$ cat src/rtl/h14tx_decoding_terc4_island_pkg.sv
`default_nettype none
// ============================================================================
//  Module      : h14tx_decoding_terc4_island_pkg
//  Description : Shared types and constants for the TERC4 data-island path.
//                Holds the lane symbol/nibble types, the 16-entry TERC4 code
//                table (index = 4-bit data value), the channel 1/2 data-island
//                guard-band symbol and the island framer state type.
//  Revision    : 1.0 - initial release
// ============================================================================
package h14tx_decoding_terc4_island_pkg;

  typedef logic [9:0] symbol_t;   // lane symbol, bit 0 transmitted first
  typedef logic [3:0] data_t;     // decoded nibble

  // TERC4 code words, indexed by the 4-bit value they carry.
  localparam symbol_t TERC4_CODE [0:15] = '{
    10'b1010011100, 10'b1001100011, 10'b1011100100, 10'b1011100010,
    10'b0101110001, 10'b0100011110, 10'b0110001110, 10'b0100111100,
    10'b1011001100, 10'b0100111001, 10'b0110011100, 10'b1011000110,
    10'b1010001110, 10'b1001110001, 10'b0101100011, 10'b1011000011
  };

  // Data-island guard-band symbol on TMDS channels 1 and 2.
  localparam symbol_t DI_GUARD_CH12 = 10'b0100110011;

  typedef enum logic [1:0] {
    IDLE   = 2'd0,
    LEAD   = 2'd1,
    ISLAND = 2'd2,
    TRAIL  = 2'd3
  } island_state_e;

endpackage : h14tx_decoding_terc4_island_pkg
`default_nettype wire

$ cat src/rtl/h14tx_decoding_terc4_island_if.sv
`default_nettype none
// ============================================================================
//  Module      : h14tx_decoding_terc4_island_if
//  Description : Symbol-in / nibble-out bundle of the TERC4 island decoder.
//                master : symbol source (drives symbol_valid, symbol,
//                         err_clear; observes the decoded outputs)
//                slave  : the decoder
//  Revision    : 1.0 - initial release
// ============================================================================
interface h14tx_decoding_terc4_island_if #(
  parameter int ERR_W = 16
);
  import h14tx_decoding_terc4_island_pkg::*;

  logic             symbol_valid;
  symbol_t          symbol;
  logic             err_clear;
  logic             data_valid;
  data_t            data;
  logic             pkt_start;
  logic             island_active;
  logic             sym_err;
  logic [ERR_W-1:0] err_count;

  modport master (
    output symbol_valid, symbol, err_clear,
    input  data_valid, data, pkt_start, island_active, sym_err, err_count
  );

  modport slave (
    input  symbol_valid, symbol, err_clear,
    output data_valid, data, pkt_start, island_active, sym_err, err_count
  );

endinterface : h14tx_decoding_terc4_island_if
`default_nettype wire

$ cat src/rtl/h14tx_decoding_terc4_island_lookup.sv
`default_nettype none
// ============================================================================
//  Module      : h14tx_decoding_terc4_island_lookup
//  Description : Combinational TERC4 inverse lookup. Searches the shared code
//                table so encoder and decoder can never disagree.
//  Ports       : i_symbol  - 10-bit lane symbol
//                o_hit     - symbol is one of the 16 TERC4 code words
//                o_nibble  - carried value (0 when o_hit is low)
//  Revision    : 1.0 - initial release
// ============================================================================
module h14tx_decoding_terc4_island_lookup
  import h14tx_decoding_terc4_island_pkg::*;
(
  input  symbol_t i_symbol,
  output logic    o_hit,
  output data_t   o_nibble
);

  always_comb begin
    o_hit    = 1'b0;
    o_nibble = '0;
    for (int i = 0; i < 16; i++) begin
      if (i_symbol == TERC4_CODE[i]) begin
        o_hit    = 1'b1;
        o_nibble = data_t'(i);
      end
    end
  end

endmodule : h14tx_decoding_terc4_island_lookup
`default_nettype wire

$ cat src/rtl/h14tx_decoding_terc4_island.sv
`default_nettype none
// ============================================================================
//  Module      : h14tx_decoding_terc4_island
//  Description : Single-lane TERC4 receive decoder and data-island framer for
//                TMDS channel 1/2. Recognises the two-symbol lead guard band,
//                decodes 32-symbol packet slots, closes on the trail guard
//                band and flags/counts framing and code errors.
//  Ports       : clk, rst_n (async, active low)
//                io_bus.symbol_valid/symbol/err_clear   - inputs
//                io_bus.data_valid/data/pkt_start       - decoded nibble stream
//                io_bus.island_active/sym_err/err_count - status
//                All outputs registered, 1 cycle after the accepted symbol.
//  Revision    : 1.0 - initial release
// ============================================================================
module h14tx_decoding_terc4_island
  import h14tx_decoding_terc4_island_pkg::*;
#(
  parameter symbol_t GUARD_SYMBOL = DI_GUARD_CH12,
  parameter int      MAX_PACKETS  = 18,
  parameter int      ERR_W        = 16
) (
  input  logic                                 clk,
  input  logic                                 rst_n,
  h14tx_decoding_terc4_island_if.slave         io_bus
);

  localparam int              PKT_W      = $clog2(MAX_PACKETS + 1);
  localparam logic [PKT_W-1:0] C_LAST_PKT = PKT_W'(MAX_PACKETS - 1);

  island_state_e    r_state, w_state_nxt;
  logic [4:0]       r_slot,  w_slot_nxt;
  logic [PKT_W-1:0] r_pkt,   w_pkt_nxt;

  logic             r_data_valid, r_pkt_start, r_island_active, r_sym_err;
  data_t            r_data;
  logic [ERR_W-1:0] r_err_count;

  logic             w_hit;
  data_t            w_nibble;
  logic             w_is_guard;
  logic             w_dv, w_ps, w_err, w_ia;
  data_t            w_data;

  h14tx_decoding_terc4_island_lookup u_lookup (
    .i_symbol (io_bus.symbol),
    .o_hit    (w_hit),
    .o_nibble (w_nibble)
  );

  assign w_is_guard = (io_bus.symbol == GUARD_SYMBOL);

  always_ff @(posedge clk or negedge rst_n) begin
    if (!rst_n) begin
      r_state <= IDLE;
      r_slot  <= '0;
      r_pkt   <= '0;
    end else begin
      r_state <= w_state_nxt;
      r_slot  <= w_slot_nxt;
      r_pkt   <= w_pkt_nxt;
    end
  end

  always_comb begin
    w_state_nxt = r_state;
    w_slot_nxt  = r_slot;
    w_pkt_nxt   = r_pkt;
    w_dv        = 1'b0;
    w_ps        = 1'b0;
    w_err       = 1'b0;
    w_data      = '0;
    // island_active follows the decoded stream: it stays up across idle
    // (symbol_valid=0) cycles inside the island but drops on the cycle that
    // reports the closing guard symbol.
    w_ia        = (r_state == ISLAND);

    if (io_bus.symbol_valid) begin
      unique case (r_state)
        IDLE: begin
          if (w_is_guard) w_state_nxt = LEAD;
        end
        LEAD: begin
          // A lone guard symbol is line noise, not a framing error.
          if (w_is_guard) begin
            w_state_nxt = ISLAND;
            w_slot_nxt  = '0;
            w_pkt_nxt   = '0;
          end else begin
            w_state_nxt = IDLE;
          end
        end
        ISLAND: begin
          if (w_is_guard) begin
            // Only a guard on a packet boundary after at least one full
            // packet is a clean end of island.
            w_err       = !((r_slot == 5'd0) && (r_pkt != '0));
            w_ia        = 1'b0;
            w_state_nxt = TRAIL;
          end else begin
            w_dv       = 1'b1;
            w_ps       = (r_slot == 5'd0);
            w_err      = !w_hit;
            w_data     = w_hit ? w_nibble : data_t'(0);
            w_slot_nxt = r_slot + 5'd1;
            if (r_slot == 5'd31) begin
              w_pkt_nxt = r_pkt + PKT_W'(1);
              if (r_pkt == C_LAST_PKT) w_state_nxt = TRAIL;
            end
          end
        end
        TRAIL: begin
          w_err       = !w_is_guard;
          w_state_nxt = IDLE;
        end
        default: w_state_nxt = IDLE;
      endcase
    end
  end

  always_ff @(posedge clk or negedge rst_n) begin
    if (!rst_n) begin
      r_data_valid    <= 1'b0;
      r_data          <= '0;
      r_pkt_start     <= 1'b0;
      r_island_active <= 1'b0;
      r_sym_err       <= 1'b0;
      r_err_count     <= '0;
    end else begin
      r_data_valid    <= w_dv;
      r_data          <= w_data;
      r_pkt_start     <= w_ps;
      r_island_active <= w_ia;
      r_sym_err       <= w_err;
      // Clear wins over an error reported in the same cycle.
      if (io_bus.err_clear) begin
        r_err_count <= '0;
      end else if (w_err && (r_err_count != '1)) begin
        r_err_count <= r_err_count + ERR_W'(1);
      end
    end
  end

  assign io_bus.data_valid    = r_data_valid;
  assign io_bus.data          = r_data;
  assign io_bus.pkt_start     = r_pkt_start;
  assign io_bus.island_active = r_island_active;
  assign io_bus.sym_err       = r_sym_err;
  assign io_bus.err_count     = r_err_count;

endmodule : h14tx_decoding_terc4_island
`default_nettype wire
$ cat src/flat_wrapper.sv
// flat-port wrapper written by rule: the top's interface ports become plain ports
module h14tx_decoding_terc4_island_flat import h14tx_decoding_terc4_island_pkg::*;
#(
  parameter symbol_t GUARD_SYMBOL = DI_GUARD_CH12,
  parameter int      MAX_PACKETS  = 18,
  parameter int      ERR_W        = 16
)
  (clk, rst_n, io_bus_symbol_valid, io_bus_symbol, io_bus_err_clear, io_bus_data_valid, io_bus_data, io_bus_pkt_start, io_bus_island_active, io_bus_sym_err, io_bus_err_count);
  h14tx_decoding_terc4_island_if #(.ERR_W(ERR_W)) io_bus_i ();
  input  logic clk;
  input  logic rst_n;
  input wire logic [$bits(io_bus_i.symbol_valid)-1:0] io_bus_symbol_valid;
  input wire logic [$bits(io_bus_i.symbol)-1:0] io_bus_symbol;
  input wire logic [$bits(io_bus_i.err_clear)-1:0] io_bus_err_clear;
  output wire logic [$bits(io_bus_i.data_valid)-1:0] io_bus_data_valid;
  output wire logic [$bits(io_bus_i.data)-1:0] io_bus_data;
  output wire logic [$bits(io_bus_i.pkt_start)-1:0] io_bus_pkt_start;
  output wire logic [$bits(io_bus_i.island_active)-1:0] io_bus_island_active;
  output wire logic [$bits(io_bus_i.sym_err)-1:0] io_bus_sym_err;
  output wire logic [$bits(io_bus_i.err_count)-1:0] io_bus_err_count;
  assign io_bus_i.symbol_valid = io_bus_symbol_valid;
  assign io_bus_i.symbol = io_bus_symbol;
  assign io_bus_i.err_clear = io_bus_err_clear;
  assign io_bus_data_valid = io_bus_i.data_valid;
  assign io_bus_data = io_bus_i.data;
  assign io_bus_pkt_start = io_bus_i.pkt_start;
  assign io_bus_island_active = io_bus_i.island_active;
  assign io_bus_sym_err = io_bus_i.sym_err;
  assign io_bus_err_count = io_bus_i.err_count;
  h14tx_decoding_terc4_island #(.GUARD_SYMBOL(GUARD_SYMBOL), .MAX_PACKETS(MAX_PACKETS), .ERR_W(ERR_W)) u_core (.clk(clk), .rst_n(rst_n), .io_bus(io_bus_i));
endmodule
$ cat config.mk
export PLATFORM = sky130hd
export DESIGN_NAME = h14tx_decoding_terc4_island_flat
export DESIGN_NICKNAME = d
export VERILOG_FILES = /design/src/rtl/h14tx_decoding_terc4_island_pkg.sv /design/src/rtl/h14tx_decoding_terc4_island_if.sv /design/src/rtl/h14tx_decoding_terc4_island_lookup.sv /design/src/rtl/h14tx_decoding_terc4_island.sv /design/src/flat_wrapper.sv
export SDC_FILE = /design/constraint.sdc
export NUM_CORES = 1
export LEC_CHECK = 0
export CORE_ASPECT_RATIO = 1.4
export CORE_MARGIN = 3
export CORE_UTILIZATION = 58
export CTS_CLUSTER_SIZE = 28
export DETAILED_ROUTE_END_ITERATION = 16
export PLACE_DENSITY_LB_ADDON = 0.3
export SYNTH_ARGS = -nofsm -noshare
export SYNTH_HDL_FRONTEND = slang
export SYNTH_SLANG_ARGS = --single-unit
$ cat constraint.sdc
create_clock -name clk -period 7.8 [get_ports clk]
set_clock_uncertainty 0.2 [all_clocks]
set_input_delay 1.56 -clock clk [delete_from_list [all_inputs] [get_ports clk]]
set_output_delay 1.56 -clock clk [all_outputs]
set_load 0.005 [all_outputs]
### Word-level counts from Yosys, hierarchy flattened

Index checks and enable logic that the tools add are counted.

| word-level totals | value |
|---|---|
| register bits after elaboration | 36 |
| word-level logic and storage cells | 113 |
| bits of input ports | 14 |
| output and inout bits | 24 |

| operators by class | value |
|---|---|
| add/subtract/negate cells | 3 |
| mux-type cells | 59 |
| equality and inequality tests | 29 |
| reduce and logical (&&, ||, !) cells | 13 |

Operators by type and width:

| kind | count |
|---|---|
| 10-bit == test (second input constant) | 9 |
| 10-bit by 9-bit == test with 1-bit output (second input constant) | 8 |
| 4-bit 2-to-1 mux | 18 |
| 16-bit 2-to-1 mux | 2 |
| 1-bit 2-to-1 mux | 26 |
| 5-bit 2-to-1 mux | 4 |
| 5-bit one-hot mux with 2 select lines | 2 |
| 16-bit by 1-bit adder with 16-bit output (second input constant) | 1 |
| 16-bit inequality test (second input constant) | 1 |
| 5-bit by 1-bit adder with 5-bit output (second input constant) | 2 |
| 5-bit == test (second input constant) | 2 |
| 2-bit 2-to-1 mux | 5 |
| 2-bit one-hot mux with 4 select lines | 1 |
| 4-bit AND reduction | 2 |
| 3-bit by 2-bit inequality test with 1-bit output (second input constant) | 2 |
| 5-bit zero test | 1 |
| 5-bit AND reduction | 1 |
| 5-bit nonzero test | 1 |
| 2-bit == test (second input constant) | 2 |
| 2-bit by 1-bit inequality test with 1-bit output (second input constant) | 2 |
| 2-bit inequality test (second input constant) | 2 |
| 2-bit nonzero test | 2 |
| 1-bit zero test | 3 |
| 2-bit by 1-bit == test with 1-bit output (second input constant) | 1 |
| 3 further kinds | 4 |

### Logic depth before layout (Yosys ltp)

Gate-level depths: netlist of run 1.

| logic depth | value |
|---|---|
| depth in word-level cells | 24 |
| gate-level depth with buffers | 11 |

### Hierarchy

Synthesis of run 1 repeated with hierarchy kept, for this count alone.

| second synthesis, totals | value |
|---|---|
| cells, all modules | 258 |
| area total of the unflattened synthesis | 2454.9 um2 |

Modules (own cells, without submodules):

| module | seq. area each (um2) | cells each | area an instance (um2) | times used |
|---|---|---|---|---|
| h14tx_decoding_terc4_island | 900.9 | 197 | 1983.2 | 1 |
| h14tx_decoding_terc4_island_lookup | 0.0 | 61 | 471.7 | 1 |

### Worst setup path after synthesis of run 1

No wires, ideal clock.

| timing | value |
|---|---|
| kind | input port to flip-flop |
| from | input port io_bus_symbol[3] |
| to | register u_core.r_err_count[14], in the netlist u_core.io_bus.err_count[14] |
| path slack | 3.742 ns |
| data required time | 7.522 ns |
| stages | 9 |
| setup time | 0.078 ns |
| data arrival time | 3.780 ns |
| buffers on the path | 2 |
| cells stage by stage | buf_4 > and4bb_2 > and3_1 > a21o_2 > or4_4 > o31a_1 > buf_6 > or4_1 > a21oi_1 |

| between the ends | value |
|---|---|
| word-level cells in the longest chain between the ends | 23 |
| elaborated cells between the ends (all ways) | 40 |

RTL lines:

| item | line | text |
|---|---|---|
| start, declared | flat_wrapper.sv:13 | `input wire logic [$bits(io_bus_i.symbol)-1:0] io_bus_symbol;` |
| 10-bit == test | h14tx_decoding_terc4_island_lookup.sv:23 | `if (i_symbol == TERC4_CODE[i]) begin` |
| 1-bit 2-to-1 mux (16 in a row) | h14tx_decoding_terc4_island_lookup.sv:23 |  |
| 1-bit zero test | h14tx_decoding_terc4_island.sv:102 | `w_err = !w_hit;` |
| 1-bit 2-to-1 mux | h14tx_decoding_terc4_island.sv:93 | `if (w_is_guard) begin` |
| 1-bit one-hot mux with 2 select lines * | h14tx_decoding_terc4_island.sv:78 | `unique case (r_state)` |
| 1-bit 2-to-1 mux * | h14tx_decoding_terc4_island.sv:77 | `if (io_bus.symbol_valid) begin` |
| 1-bit logical AND * | h14tx_decoding_terc4_island.sv:137 | `end else if (w_err && (r_err_count != '1)) begin` |
| 2-bit nonzero test (no source line) * | -- |  |
| end signal, assigned | h14tx_decoding_terc4_island.sv:138 | `r_err_count <= r_err_count + ERR_W'(1);` |
| end, declared | h14tx_decoding_terc4_island.sv:36 | `logic [ERR_W-1:0] r_err_count;` |

Every way passes the cells marked *; elsewhere a longest branch is shown, timed or not.
A chain may end at the register's enable or synchronous reset.

### Worst setup path after layout of run 1

| timing | value |
|---|---|
| from | input port io_bus_symbol[2] |
| to | register u_core.r_err_count[1], in the netlist u_core.io_bus.err_count[1] |

Same word-level chain as after synthesis.

==> qor.yml, run 1 <==
run_status: "complete, no violations"
ant_nets: 0
clock_tree.root_cell: "sky130_fd_sc_hd__clkbuf_8"
io-pin-count: 38
max_freq_mhz: 207
critPathRequiredTime_ns: 7.74
grt_overflow: 0
finalSetupTns_ns: 0
clock_tree.htree_level_count: 2
flow.area_growth_from_synthesis_pct: 17.4
multi_input_area_um2: 1320
place_ws_ns: 2.71
std_cell_rows: 27
reg2reg_setup_slack_ns: 4.59
worst_ep_arrival_time_ns: 4.79
p_comb_frac: 0.123
yosysWarningCount: 0
power.internal_uw: 304
power_frac_seq: 0.484
cts_buffers: 5
gp_routability_congestion: 1.02
post_synth_main_area_contributors: "sky130_fd_sc_hd__dfrtp_1 38%, sky130_fd_sc_hd__ha_1 6.3%, sky130_fd_sc_hd__o21ai_0 5.6%"
synth_cell_types: 59
power.total_uw: 399
antenna_found_initial: 0
timing.critical_path.cells: "clkdlybuf4s50_1 -> nor4b_1 -> a22oi_1 -> o311ai_0 -> o31a_1 -> mux2i_1 -> nor2_1"
post_cts.resized_instances: 0
timing.critical_path.max_delay_family: "compound AO/OA/AOI/OAI gates"
grt_max_degree: 37
synthDominantCellAreaShare: 0.376
vias_per_cell: 6.11
cts_tree: "built"
swShare: 0.238
async_set_reset_flop_share_out_of_synthesis: 1.00
detailedRoute.firstIterationViolations: 88
postSynthRegisterBits: 36
total_leakage_power_uw: 0.00118
die_h_um: 82.1
seq_area_frac_synth: 0.376
cp_num_cells: 7
synth_enable_flop_cells: 0
die_w_um: 60.3
net-switching-power_uw: 95.0
postCtsHoldBufs: 0
critical_path_peak_fanout: 30
nets_in_the_synthesized_netlist: 287
place.detailed.instances: 330
critical_path_endpoint: "u_core.io_bus.err_count[1]"
hold_depth: 2
core_area_um2: 3950
post_synth.cell_area_avg_um2: 9.19
setup_repair_after_global_routing_missed_its_margin: "no"
layout.cells.most_common: "sky130_fd_sc_hd__clkdlybuf4s50_1"
worst_skew_pair.late_latency_ns: 0.28
power.clock.fraction: 0.394
kind_of_launch_point_of_the_worst_setup_path: "primary input"
report.final.slew_viol_count: 0
r2r_cells: 8
postRouteWirelength_um: 5010
routedWlPerCell_um: 14.8
dpl.hpwl_um: 3770
finalCriticalPeriod_ns: 4.84
path_clk_slew_ns: 0.07
initial_core_util: 0.607
fillerInstances: 318
hold_path_class: "flop to flop"
n_antenna_cell: 0
design.die.area_um2: 4950
layout.cells.most_common_list: "37 x sky130_fd_sc_hd__clkdlybuf4s50_1, 36 x sky130_fd_sc_hd__dfrtp_1, 27 x sky130_fd_sc_hd__o21ai_0, 18 x sky130_fd_sc_hd__nand2_1, 18 x sky130_fd_sc_hd__nand3_1"
worst_ir_drop_vdd_uv: 134
hold_start: "u_core.r_slot[1]"
hold_viol_final: 0
io_buffer_count: 37
grt_first_pass_wirelength_um: 8210
rr_startpoint: "u_core.r_state[0]"
timing.critical_path.from: "io_bus_symbol[2]"
tightest_slew_ns: 0.889
worst_path_largest_cell_delay_ns: 0.81
post-route-period-util: 0.621
power.density_nw_per_um2: 142
criticalPathCategory: "primary input to flop"
first_global_vias: 1885
final.setup.worst_slack_ns: 2.96
netlist_area_before_placement_um2: 2400
setup_violations: 0
synth.largest_area_cell: "sky130_fd_sc_hd__dfrtp_1"
instances_no_fill: 338
max_cap_viol_count: 0
worst_path_max_delay_cell: "sky130_fd_sc_hd__o31a_1"
dr_total_vias: 2064
timing.critical_path.to_type: "flop"
final_layout_size_suffix_gt1_frac: 0.0814
firstDrtPassIters: 4
postCtsSetupRepairBufs: 0
clock-sinks: 36
global_route.usage.total: 0.214
postSynthCellCount: 261
finish.net_count: 320
max-clock-path-buffers: 2
worstPathBufferInverterCount: 1
regArea_um2: 901
synth_top_flop_cell: "sky130_fd_sc_hd__dfrtp_1"
detail_route.drc_violations: 0
reg2reg_to: "u_core.io_bus.err_count[14]"
timing.slew.headroom: 0.408
==> worst min-delay path by stage <==
stage	to	slack (ns)
after floorplan	u_core.r_slot[4]	0.27
after global placement	u_core.r_slot[4]	0.31
after detailed placement	u_core.r_slot[1]	0.33
after CTS	u_core.r_slot[1]	0.34
after global routing	u_core.r_pkt[3]	0.38
final	u_core.r_slot[1]	0.34
==> Yosys cell counts, types with 3 or more instances <==
cell type / count
sky130_fd_sc_hd__dfrtp_1: 36
sky130_fd_sc_hd__o21ai_0: 27
sky130_fd_sc_hd__nand2_1: 18
sky130_fd_sc_hd__nand3_1: 18
sky130_fd_sc_hd__a21oi_1: 17
sky130_fd_sc_hd__inv_1: 14
sky130_fd_sc_hd__nor2_1: 13
sky130_fd_sc_hd__ha_1: 12
sky130_fd_sc_hd__or3_1: 12
sky130_fd_sc_hd__nand4_1: 6
sky130_fd_sc_hd__and3_1: 5
sky130_fd_sc_hd__clkbuf_8: 5
sky130_fd_sc_hd__nor3b_1: 5
sky130_fd_sc_hd__nor3_1: 4
sky130_fd_sc_hd__a22o_1: 3
sky130_fd_sc_hd__and4bb_2: 3
sky130_fd_sc_hd__o31ai_1: 3
sky130_fd_sc_hd__xor2_1: 3
==> flip-flops by register name, summed over array words and instances (netlist names), named ones only <==
register and flops:
u_core.io_bus.island_active 1, u_core.io_bus.err_count 16, u_core.io_bus.sym_err 1, u_core.io_bus.pkt_start 1
u_core.r_state 1, u_core.io_bus.data_valid 1, u_core.r_slot 5, u_core.r_pkt 5
u_core.io_bus.data 4
==> cell families (layout without fill, tap and decap cells) <==
group	Yosys count	after routing	share of synthesized area
xor+xnor	4	4	0.0146
simple gates	111	111	0.285
mux	4	4	0.0177
flops	36	36	0.376
buf+inv	26	60	0.0725
compound gates	68	68	0.172
fa+ha+maj	12	12	0.0626
==> worst reg2reg max path, cell delays in order, from the launching register on <==
cell and delay [ns]:
sky130_fd_sc_hd__dfrtp_1 0.43, sky130_fd_sc_hd__inv_1 0.14, sky130_fd_sc_hd__ha_1 0.60, sky130_fd_sc_hd__o21ai_0 0.21, sky130_fd_sc_hd__a31oi_1 0.22, sky130_fd_sc_hd__nand3_1 0.10, sky130_fd_sc_hd__o31a_1 0.55, sky130_fd_sc_hd__or4_1 0.52
sky130_fd_sc_hd__a21oi_1 0.16
==> per-layer routing <==
| layer | part of all wire | wire length (µm) | vias up | global-route usage |
|---|---|---|---|---|
| li1 | - | - | 1025 | - |
| met2 | 0.50 | 2510 | 62 | 0.361 |
| met3 | 0.043 | 215 | 16 | 0.0393 |
| met1 | 0.42 | 2120 | 961 | 0.250 |
| met4 | 0.033 | 164 | 0 | 0.118 |
| met5 | 0 | 0 | - | 0 |
==> layout make-up <==
| class | instances | area share |
|---|---|---|
| clock buffers | 6 | 0.0258 |
| clock inverters | 2 | 0.0124 |
| inverters | 14 | 0.0187 |
| multi-input cells | 199 | 0.470 |
| flip-flops and latches | 36 | 0.320 |
| well taps | 43 | 0.0191 |
| repair buffers | 38 | 0.134 |
==> power groups by stage <==
stage / Clock (µW) / Sequential [µW] / Combinational, µW
2_1_floorplan: 0 / 196 / 32.4
5_1_grt: 172 / 194 / 54.5
3_3_place_gp: 0 / 196 / 47.5
4_1_cts: 162 / 193 / 49.2
3_5_place_dp: 0 / 196 / 49.1
6_report: 157 / 193 / 48.9
==> stage by stage <==
step / hold WS, ns / util / instance area [µm²]
2_1_floorplan: 0.271 / - / 2400
3_3_place_gp: 0.305 / 0.685 / 2710
3_5_place_dp: 0.328 / 0.685 / 2710
4_1_cts: 0.344 / 0.712 / 2820
5_1_grt: 0.380 / 0.712 / 2820
6_report: 0.338 / 0.712 / 2820
Note: power is estimated with default switching activity, not from simulation.
==> inputs of run 2 (changes only) <==
CORE_UTILIZATION = 49   (was 58)
clock period = 4.4 ns   (was 7.8 ns; I/O delays follow)
==> run 2 against run 1 <==
Net effect: design area up 2.8%; sequential power up 77%; critical endpoint is now u_core.io_bus.err_count[15]; utilization down 8.9 points; die area up 17%; flip-flop and latch count unchanged; total power up 80%; global-route usage down 3.3 points.
==> qor.yml, run 2 (same netlist as run 1, synthesis figures left out) <==
power.total_uw: 718
dr_total_vias: 2074
finalSetupTns_ns: 0
clock-sinks: 36
finalCriticalPeriod_ns: 3.97
dpl.hpwl_um: 3860
worst_path_max_delay_cell: "sky130_fd_sc_hd__o31a_1"
flip_flop_count_of_the_largest_register_all_copies_and_words_added: 16
worst_skew_pair.late_latency_ns: 0.29
timing.critical_path.cells: "clkdlybuf4s50_1 -> nor4b_1 -> a22oi_1 -> o311ai_0 -> buf_4 -> o31a_1 -> o21ai_0 -> a21oi_1"
criticalPathCategory: "primary input to flop"
cts_buffers: 5
tightest_slew_ns: 0.906
max_freq_mhz: 252
grt_max_degree: 37
setup_repair_after_global_routing_missed_its_margin: "no"
hold_viol_final: 0
worst_ir_drop_vdd_uv: 112
layout.cells.most_common_list: "37 x sky130_fd_sc_hd__clkdlybuf4s50_1, 36 x sky130_fd_sc_hd__dfrtp_1, 27 x sky130_fd_sc_hd__o21ai_0, 18 x sky130_fd_sc_hd__nand2_1, 18 x sky130_fd_sc_hd__nand3_1"
worst_ep_arrival_time_ns: 3.98
detail_route.drc_violations: 0
timing.critical_path.max_delay_family: "compound AO/OA/AOI/OAI gates"
final_layout_size_suffix_gt1_frac: 0.106
postCtsSetupRepairBufs: 0
ant_nets: 0
total_leakage_power_uw: 0.00122
worst_path_largest_cell_delay_ns: 0.73
clock_tree.root_cell: "sky130_fd_sc_hd__clkbuf_8"
setup_violations: 0
routedWlPerCell_um: 13.7
worstPathBufferInverterCount: 2
grt_overflow: 0
global_route.usage.total: 0.182
post-route-period-util: 0.903
timing.slew.headroom: 0.396
vias_per_cell: 5.70
clock_tree.htree_level_count: 2
timing.critical_path.from: "io_bus_symbol[2]"
postRouteWirelength_um: 4970
place.detailed.instances: 356
design.die.area_um2: 5780
first_global_vias: 1946
flow.area_growth_from_synthesis_pct: 20.8
io-pin-count: 38
critical_path_peak_fanout: 30
finish.net_count: 327
postCtsHoldBufs: 0
critPathRequiredTime_ns: 4.40
max_cap_viol_count: 0
hold_start: "u_core.r_slot[4]"
antenna_found_initial: 0
report.final.slew_viol_count: 0
initial_core_util: 0.516
detailedRoute.firstIterationViolations: 129
fillerInstances: 422
path_clk_slew_ns: 0.07
gp_routability_congestion: 0.853
power.density_nw_per_um2: 248
timing.critical_path.to_type: "flop"
die_w_um: 65.1
io_buffer_count: 37
fin_hold_ws_ns: 0.317
n_antenna_cell: 0
post_cts.resized_instances: 0
grt_first_pass_wirelength_um: 8300
hold_path_class: "flop to flop"
run_status: "complete, no violations"
max-clock-path-buffers: 2
layout.cells.most_common: "sky130_fd_sc_hd__clkdlybuf4s50_1"
kind_of_launch_point_of_the_worst_setup_path: "primary input"
std_cell_rows: 29
die_h_um: 88.8
core_area_um2: 4640
rr_startpoint: "u_core.r_slot[0]"
firstDrtPassIters: 4
cts_tree: "built"
instances_no_fill: 364
[run 2: changes by cell type in the layout (fill, tap and decap cells not counted), sizes merged]
| cell | previous run | this run |
|---|---|---|
| clkinvlp | 0 | 1 |
| clkbuf | 6 | 5 |
| buf | 1 | 8 |
[run 2: stage by stage]
stage	cell area, µm²	worst slack (ns)	utilization
2_1_floorplan	2400	1.02	-
3_3_place_gp	2780	0.201	0.599
3_5_place_dp	2780	0.140	0.599
4_1_cts	2900	0.457	0.623
5_1_grt	2900	0.145	0.623
6_report	2900	0.427	0.623
[run 2: layout make-up]
type	count	area, µm²	area share
inverter	14	52.6	0.0182
sequential	36	901	0.311
clock inverter	3	42.5	0.0147
multi-input combinational	199	1320	0.457
timing repair buffer	45	430	0.149
tap	62	77.6	0.0268
clock buffer	5	68.8	0.0238
[run 2: per-layer routing]
layer | global-route usage | share of wire | vias up
met2 | 0.322 | 0.51 | 60
met4 | 0.0981 | 0.018 | 0
met5 | 0 | 0 | -
li1 | - | - | 1044
met3 | 0.0356 | 0.047 | 8
met1 | 0.204 | 0.42 | 962
[run 2: worst min-delay path, stage by stage (launching register included)]
cell	delay, ns
sky130_fd_sc_hd__dfrtp_1	0.37
sky130_fd_sc_hd__nand2_1	0.05
sky130_fd_sc_hd__o21ai_0	0.06
[run 2: report_power, final]
part | internal, µW | leakage (µW) | switching (µW)
Combinational | 37.3 | 0.000665 | 51.2
Sequential | 336 | 0.000496 | 6.26
Clock | 168 | 0.0000541 | 120
Total | 541 | 0.00122 | 178
[run 2: final timing paths]
kind / endpoint / cells after the start / slack (ns)
worst max-delay path: u_core.io_bus.err_count[15] / 8 / 0.43
worst min-delay path: u_core.r_slot[4] / 2 / 0.32
worst max register to register: u_core.io_bus.err_count[15] / 9 / 1.19
worst min register to register: u_core.r_slot[4] / 2 / 0.32
max in group asynchronous: u_core.io_bus.sym_err / 2 / 2.88
min in group asynchronous: u_core.io_bus.err_count[14] / 2 / 0.80
==> inputs of run 3 (changes only) <==
CTS_CLUSTER_DIAMETER = 40   (was unset)
SKIP_CTS_REPAIR_TIMING = 1   (was unset)
==> results of run 3 <==
The final DEF is identical to that of run 2; final timing and power are the same.
